===== src/rtl/muldiv_unit.sv =====
// muldiv_unit: iterative multiply/divide unit with HI/LO result registers.
// It sits beside the single-cycle ALU in the execute stage. The pipeline stalls
// while busy is high and reads hi/lo for MFHI/MFLO.
//
// Ports:
//   clk       rising-edge clock
//   rstn      asynchronous active-low reset
//   start     operation request, sampled on the clock edge
//   op        000 MULT, 001 MULTU, 010 DIV, 011 DIVU, 100 MTHI, 101 MTLO
//   a         multiplicand / dividend / MTHI-MTLO data
//   b         multiplier / divisor
//   busy      iterative operation in progress
//   done      one-cycle pulse: new mul/div result visible on hi/lo
//   div_zero  last DIV/DIVU had b==0; held until the next mul/div start
//   hi        HI register (product upper half / remainder)
//   lo        LO register (product lower half / quotient)
//
// Timing: the start-sampling edge loads the operands and enters StCalc. StCalc
// runs WIDTH iterations followed by one turnaround cycle, then StFix applies the
// sign correction. done rises WIDTH+2 edges after the start edge.
module muldiv_unit #(
  parameter int unsigned WIDTH = 32
) (
  input  logic             clk,
  input  logic             rstn,
  input  logic             start,
  input  logic [2:0]       op,
  input  logic [WIDTH-1:0] a,
  input  logic [WIDTH-1:0] b,
  output logic             busy,
  output logic             done,
  output logic             div_zero,
  output logic [WIDTH-1:0] hi,
  output logic [WIDTH-1:0] lo
);

  localparam int unsigned AccW = 2 * WIDTH + 1;
  localparam int unsigned CntW = $clog2(WIDTH + 1);
  localparam logic [CntW-1:0] CntLast = CntW'(WIDTH);

  typedef enum logic [1:0] {StIdle, StCalc, StFix} state_e;

  state_e state_q, state_d;

  logic [AccW-1:0]  acc_q, acc_d;
  logic [WIDTH-1:0] opnd_q, opnd_d;     // multiplicand (mul) or divisor (div)
  logic [CntW-1:0]  cnt_q, cnt_d;
  logic             is_div_q, is_div_d;
  logic             neg_res_q, neg_res_d; // negate product / quotient
  logic             neg_rem_q, neg_rem_d; // negate remainder (dividend sign)
  logic             b_zero_q, b_zero_d;
  logic [WIDTH-1:0] hi_q, hi_d;
  logic [WIDTH-1:0] lo_q, lo_d;
  logic             done_q, done_d;
  logic             div_zero_q, div_zero_d;

  // Operand conditioning
  logic             signed_op, a_neg, b_neg, muldiv_req;
  logic [WIDTH-1:0] mag_a, mag_b;

  always_comb begin
    signed_op  = ~op[0];
    muldiv_req = ~op[2];
    a_neg      = signed_op & a[WIDTH-1];
    b_neg      = signed_op & b[WIDTH-1];
    mag_a      = a_neg ? -a : a;
    mag_b      = b_neg ? -b : b;
  end

  // One iteration of shift-add multiply and restoring divide
  logic [WIDTH:0]   mul_sum;
  logic [AccW-1:0]  mul_next;
  logic [WIDTH:0]   rem_sh;
  logic [WIDTH+1:0] div_diff;
  logic [AccW-1:0]  div_next;

  always_comb begin
    // Top accumulator bit is always zero here, so the W+1-bit sum cannot overflow.
    mul_sum  = acc_q[0] ? (acc_q[AccW-1:WIDTH] + {1'b0, opnd_q}) : acc_q[AccW-1:WIDTH];
    mul_next = {1'b0, mul_sum, acc_q[WIDTH-1:1]};
    rem_sh   = {acc_q[2*WIDTH-1:WIDTH], acc_q[WIDTH-1]};
    div_diff = {1'b0, rem_sh} - {2'b00, opnd_q};
    if (div_diff[WIDTH+1]) begin
      div_next = {rem_sh, acc_q[WIDTH-2:0], 1'b0};
    end else begin
      div_next = {div_diff[WIDTH:0], acc_q[WIDTH-2:0], 1'b1};
    end
  end

  // Sign correction applied in StFix
  logic [2*WIDTH-1:0] prod_fix;
  logic [WIDTH-1:0]   quo_fix, rem_fix;

  always_comb begin
    prod_fix = neg_res_q ? -acc_q[2*WIDTH-1:0] : acc_q[2*WIDTH-1:0];
    quo_fix  = neg_res_q ? -acc_q[WIDTH-1:0] : acc_q[WIDTH-1:0];
    // With b==0 the remainder is |a|; re-applying a's sign restores raw a.
    rem_fix  = neg_rem_q ? -acc_q[2*WIDTH-1:WIDTH] : acc_q[2*WIDTH-1:WIDTH];
  end

  // Next-state
  always_comb begin
    state_d = state_q;
    unique case (state_q)
      StIdle: if (start && muldiv_req) state_d = StCalc;
      StCalc: if (cnt_q == CntLast) state_d = StFix;
      StFix:  state_d = StIdle;
      default: state_d = StIdle;
    endcase
  end

  // Datapath next-state
  always_comb begin
    acc_d      = acc_q;
    opnd_d     = opnd_q;
    cnt_d      = cnt_q;
    is_div_d   = is_div_q;
    neg_res_d  = neg_res_q;
    neg_rem_d  = neg_rem_q;
    b_zero_d   = b_zero_q;
    hi_d       = hi_q;
    lo_d       = lo_q;
    done_d     = 1'b0;
    div_zero_d = div_zero_q;
    unique case (state_q)
      StIdle: begin
        if (start) begin
          if (muldiv_req) begin
            is_div_d   = op[1];
            acc_d      = {{(WIDTH + 1){1'b0}}, (op[1] ? mag_a : mag_b)};
            opnd_d     = op[1] ? mag_b : mag_a;
            cnt_d      = '0;
            neg_res_d  = a_neg ^ b_neg;
            neg_rem_d  = a_neg;
            b_zero_d   = (b == '0);
            div_zero_d = 1'b0;
          end else if (op == 3'b100) begin
            hi_d = a;
          end else if (op == 3'b101) begin
            lo_d = a;
          end
        end
      end
      StCalc: begin
        if (cnt_q != CntLast) begin
          acc_d = is_div_q ? div_next : mul_next;
          cnt_d = cnt_q + CntW'(1);
        end
      end
      StFix: begin
        done_d = 1'b1;
        if (is_div_q) begin
          lo_d       = b_zero_q ? '1 : quo_fix;
          hi_d       = rem_fix;
          div_zero_d = b_zero_q;
        end else begin
          {hi_d, lo_d} = prod_fix;
        end
      end
      default: ;
    endcase
  end

  always_ff @(posedge clk or negedge rstn) begin
    if (!rstn) begin
      state_q <= StIdle;
    end else begin
      state_q <= state_d;
    end
  end

  always_ff @(posedge clk or negedge rstn) begin
    if (!rstn) begin
      acc_q      <= '0;
      opnd_q     <= '0;
      cnt_q      <= '0;
      is_div_q   <= 1'b0;
      neg_res_q  <= 1'b0;
      neg_rem_q  <= 1'b0;
      b_zero_q   <= 1'b0;
      hi_q       <= '0;
      lo_q       <= '0;
      done_q     <= 1'b0;
      div_zero_q <= 1'b0;
    end else begin
      acc_q      <= acc_d;
      opnd_q     <= opnd_d;
      cnt_q      <= cnt_d;
      is_div_q   <= is_div_d;
      neg_res_q  <= neg_res_d;
      neg_rem_q  <= neg_rem_d;
      b_zero_q   <= b_zero_d;
      hi_q       <= hi_d;
      lo_q       <= lo_d;
      done_q     <= done_d;
      div_zero_q <= div_zero_d;
    end
  end

  assign busy     = (state_q != StIdle);
  assign done     = done_q;
  assign div_zero = div_zero_q;
  assign hi       = hi_q;
  assign lo       = lo_q;

endmodule


===== config.mk =====
export PLATFORM = sky130hd
export DESIGN_NAME = muldiv_unit
export DESIGN_NICKNAME = d
export VERILOG_FILES = /design/src/rtl/muldiv_unit.sv
export SDC_FILE = /design/constraint.sdc
export NUM_CORES = 1
export LEC_CHECK = 0
export ABC_CLOCK_PERIOD_IN_PS = 3250
export BUFFER_PORTS_ARGS = -buffer_cell sky130_fd_sc_hd__buf_2
export CAP_MARGIN = 20
export CORE_MARGIN = 1.5
export CORE_UTILIZATION = 56
export DETAILED_ROUTE_END_ITERATION = 8
export GPL_TIMING_DRIVEN = 0
export HOLD_SLACK_MARGIN = 0.15
export PLACE_DENSITY = 0.83
export REMOVE_ABC_BUFFERS = 1
export SYNTH_ARGS = -nofsm -noshare
export SYNTH_HDL_FRONTEND = slang
export SYNTH_SLANG_ARGS = --single-unit
export TNS_END_PERCENT = 10

===== constraint.sdc =====
create_clock -name clk -period 3.25 [get_ports clk]
set_input_delay 0.325 -clock clk [delete_from_list [all_inputs] [get_ports clk]]
set_output_delay 0.325 -clock clk [all_outputs]
set_load 0.01 [all_outputs]

## Yosys cells after proc, flatten, opt, wreduce, memory -nomap -nowiden

Index checks and enable logic that the tools add are counted.
Widths: inputs -> output; s select.

| cells by class | value |
|---|---|
| muxes and demuxes | 38 |
| equality and inequality tests | 16 |
| bitwise gates (word level) | 5 |
| reduce and logical (&&, ||, !) cells | 12 |
| add/subtract/negate cells | 8 |

Operator list:

| operator | count |
|---|---|
| $mux 32 | 16 |
| $mux 65 | 5 |
| $pmux 65 s2 | 1 |
| $neg 32->32 | 4 |
| $pmux 32 s2 | 2 |
| $mux 64 | 1 |
| $neg 64->64 | 1 |
| $sub 33x32->34 | 1 |
| $add 33x32->33 | 1 |
| $mux 33 | 1 |
| $logic_not 32->1 | 1 |
| $ne 2x2->1 const B | 10 |
| $mux 6 | 3 |
| $pmux 6 s2 | 1 |
| $reduce_and 4->1 | 3 |
| $add 6x1->6 const B | 1 |
| $eq 3x3->1 const B | 2 |
| $eq 6x6->1 const B | 1 |
| $ne 6x6->1 const B | 1 |
| $reduce_bool 2->1 | 3 |
| $reduce_and 5->1 | 1 |
| $mux 1 | 4 |
| $mux 2 | 2 |
| $pmux 2 s2 | 1 |
| 10 further kinds | 12 |

| word-level totals | value |
|---|---|
| output and inout bits | 67 |
| logic and storage cells | 91 |
| register bits | 175 |

## Longest topological paths before layout

| depth | value |
|---|---|
| depth after elaboration | 7 |
| mapped depth | 14 |
| gate-level depth less buffers | 13 |

## Worst setup path before layout

No wires, ideal clock.

| path | value |
|---|---|
| path kind | register -> register |
| start point | reg acc_q[31] |
| end point | reg acc_q[58] |
| stages on the path, launching flop included | 15 |
| period minus slack after synthesis | 3.043 ns |
| arrival time | 2.949 ns |
| setup slack | 0.207 ns |
| buffers on the path | 1 |
| cell sequence | dfrtp_1 > clkbuf_1 > inv_1 > ha_1 > inv_1 > fa_1 > a211oi_1 > nor3_1 > o21ba_2 > o21ai_1 > a2111oi_1 > o311ai_0 > nor4b_1 > a211oi_1 > a211oi_1 |

| between the ends | value |
|---|---|
| longest elaborated chain between the ends | 5 |

RTL lines:

| element | RTL line | RTL |
|---|---|---|
| from (decl) | 45 | `logic [AccW-1:0] acc_q, acc_d;` |
| from (signal assigned) | 174 | `acc_q <= '0;` |
| from (signal assigned) | 186 | `acc_q <= acc_d;` |
| $sub 33x32->34 | 82 | `div_diff = {1'b0, rem_sh} - {2'b00, opnd_q};` |
| $mux 65 | 83 | `if (div_diff[WIDTH+1]) begin` |
| $mux 65 | 146 | `acc_d = is_div_q ? div_next : mul_next;` |
| $mux 65 | 145 | `if (cnt_q != CntLast) begin` |
| $pmux 65 s2 | 125 | `unique case (state_q)` |

No other way between the ends. The select of a mux whose other input is x is not followed.
A chain may end at the register's enable or synchronous reset.

## Worst setup path after layout

| path | value |
|---|---|
| start point | reg acc_q[5] |
| end point | reg hi_q[19], in the netlist hi[19] |

| between the ends | value |
|---|---|
| longest elaborated chain between the ends | 4 |

RTL lines:

| element | RTL line | RTL |
|---|---|---|
| $neg 64->64 | 95 | `prod_fix = neg_res_q ? -acc_q[2*WIDTH-1:0] : acc_q[2*WIDTH-1:0];` |
| $mux 64 | 95 |  |
| $mux 32 | 152 | `if (is_div_q) begin` |
| $pmux 32 s2 | 125 |  |
| to (signal assigned) | 193 | `hi_q <= hi_d;` |
| to (decl) | 52 | `logic [WIDTH-1:0] hi_q, hi_d;` |

No other way between the ends.

==> results.yml <==
outcome:
  status: "complete, but fails checks"
  violations: "negative setup slack"
global_routing:
  gr-total-overflow: 0
  grt_pass1_wl_um: 83700
  grt_max_degree: 111
  antenna_found_initial: 0
  grt_pass1_vias: 15300
  grtUsageTotal_pct: 36.8
route:
  drcViolationCount: 0
  drt_iter0_markers: 2243
  post_drt_via_cell_ratio: 6.79
  wl_per_cell_um: 22.1
  drtAntennaViolNets: 0
  vias: 16800
  wl_um: 54800
  first_pass_iters: 8
die:
  start_util_pct: 56.7
  io_pins: 137
  die_w_um: 170
  die_area_um2: 29000
  core_area_um2: 27600
  die_h_um: 170
  fp-row-count: 61
clock_tree:
  cts_root_buf: "clkbuf_16"
  clock-sinks: 175
  clk_pin_slew_ns: 0.07
  cts_inserted_buffers: 17
  cts_max_level: 4
  cts_tree: "built"
  clkLatencyLatePin_ns: 0.46
  cts_buffer_depth: 2
synthesis:
  synth_area_um2: 15700
  synth.avg_cell_area_um2: 7.69
  syn_inst: 2038
  ys.flop_type: "dfrtp_1"
  ys_seq_area_share_pct: 28.0
  synth_seq_cells: 175
  async_reset_ff_share_pct: 100
  ys_types: 83
  ys_warn_count: 0
  synth_edf_count: 0
timing:
  finalWorstSetupSlack_ns: -0.146
  finalHoldViolCount: 0
  max_slew_margin_pct: 25.6
  max_clock_freq_ghz: 0.294
  finalCriticalPeriod_ns: 3.40
  maxSlewViolCount: 0
  worst-slew-pin-transition_ns: 1.11
  rsz0062_at_grt: "yes"
  setup_violations: 4
  clock_skew_ns: 0.0182
  finalCritPeriodShare_pct: 104
final_layout:
  synthToLayoutAreaGrowth_pct: 13.8
  final_cell_count_no_fill: 2477
  antennaDiodeCount: 0
  final_net_count: 2228
  drive_above_1_share_pct: 15.2
worst_setup_path:
  crit_top_cell: "a221oi_1"
  slowest_stage: "or4_4"
  crit_arrival_ns: 3.67
  crit_path_start_kind: "register"
  reg2reg_slack_ns: -0.15
  endpoint_kind: "register"
  crit_path_max_incr_delay_ns: 0.60
  reg2regPathDepth: 7
  cp.required_ns: 3.53
  path_cells: "or4_4, nor4_4, nand4_1, nor4_2, a221oi_1, xnor2_1, a221oi_1"
  critPathMaxFanout: 7
  crit_type: "reg -> reg"
place:
  gp_congestion: 0.972
  portBuffers: 136
  dp_cells: 2421
  place_hpwl_um: 39000
power:
  p_leak_uw: 0.00746
  power.internal_uw: 10700
  combPwrFrac_pct: 66.6
  power_switching_uw: 11100
  powerDensity_nw_per_um2: 1220
  ir_worst_vdd_v: 0.000616
  clkPwrFrac_pct: 10.0
  swShare_pct: 51.0
  finalPower_uw: 21800
  power_frac_seq_pct: 23.4
flow_run:
  max-cap-violations: 0
min_path:
  hold_path_depth: 2
  min_path_type: "in -> reg"
-- cells by family after synthesis --
group	after synthesis	synth area share (%)
and+or+nand+nor	649	19.9
DFF	175	28.0
AOI/OAI and AO/OA	691	27.4
muxes	58	3.77
buffers and inverters	221	5.48
adders and majority gates	72	5.85
xor gates and xnor gates	172	9.62
-- flip-flops by register name, indices dropped and copies added (netlist names), 2 cells and up --
register and cells:
acc_q 65, hi 32, lo 32, opnd_q 32
cnt_q 6, state_q 2
-- timing repair --
item	in CTS	in global routing
gates resized for setup	27	60
gates cloned	1	1
setup buffers	10	11
endpoints found under the hold margin	65	0
hold buffers	1	0
setup endpoints to repair	68	79
pin swaps	6	17
-- final cells by class --
cell class              instances  area (um^2)
clock inverters                 7          101
well taps                     378          473
flip-flops and latches        175         4400
repair buffers                178         1260
inverters                      71          278
fillers                      2374         9810
multi-input cells            1643        10800
clock buffers                  25          495
-- worst max-delay path: cells and delay by family, from the launching register on --
family / cells / cell delay (ns)
compound gates: 2 / 0.30
flops: 1 / 0.45
xor+xnor: 1 / 0.35
simple gates: 4 / 2.11
-- worst paths after layout --
| kind | end | start |
|---|---|---|
| setup / recovery | hi[19] | acc_q[5] |
| min in group asynchronous | cnt_q[5] | rstn |
| hold reg to reg | lo[19] | lo[19] |
| max in group asynchronous | is_div_q | rstn |
| hold / removal | b_zero_q | b[31] |
| setup reg to reg | hi[19] | acc_q[5] |
-- power by group through the flow --
| stage | Clock (uW) | Sequential, uW | Combinational (uW) |
|---|---|---|---|
| after global routing | 2240 | 5190 | 15800 |
| final | 2170 | 5090 | 14500 |
| after global placement | 0 | 5040 | 12300 |
| after floorplan | 0 | 4620 | 9550 |
| after detailed placement | 0 | 4980 | 13100 |
| after CTS | 2150 | 4970 | 13600 |
-- cells in the mapped netlist (all sizes together) (25+ instances only) --
cell | n | area, um^2
mux2i | 50 | 500
nor3 | 62 | 315
clkbuf | 131 | 492
nor4 | 25 | 208
a21o | 35 | 263
o211ai | 31 | 233
nand2 | 224 | 841
nand3 | 36 | 180
nor2 | 168 | 643
a211oi | 34 | 255
xnor2 | 98 | 858
ha | 70 | 876
xor2 | 74 | 648
o31ai | 25 | 193
a21oi | 191 | 960
o21ai | 195 | 976
dfrtp | 175 | 4380
inv | 71 | 267
o22ai | 38 | 238
-- placed cells by master (no fill, tap or decap), types with 58 or more instances in the layout --
cell type / count
nor3_1: 58
xnor2_1: 98
ha_1: 61
dfrtp_1: 157
nor2_1: 159
xor2_1: 72
nand2_1: 221
a21oi_1: 187
inv_1: 64
buf_2: 136
o21ai_0: 148
-- per-layer routing --
metal  up-vias  GRT usage, %  routed length, um
li1       7487             -                  -
met1      7976          50.2              22500
met2      1137          56.8              24000
met3       223          5.44               5240
met4         0          18.7               3060
met5         -             0                  0
-- metrics by stage --
stage	hold WS [ns]	util, %	area, um^2	worst slack (ns)	setup TNS (ns)
floorplan	0.0294	-	15100	-4.10	-229.54
global route	0.169	64.5	17800	-0.159	-0.783
detailed placement	0.300	60.2	16600	-0.707	-23.13
global placement	0.458	58.7	16200	-10.93	-907.97
finish	0.179	64.5	17800	-0.146	-0.358
CTS	0.162	63.2	17500	-0.0381	-0.0771
Note: power is estimated with default switching activity, not from simulation.
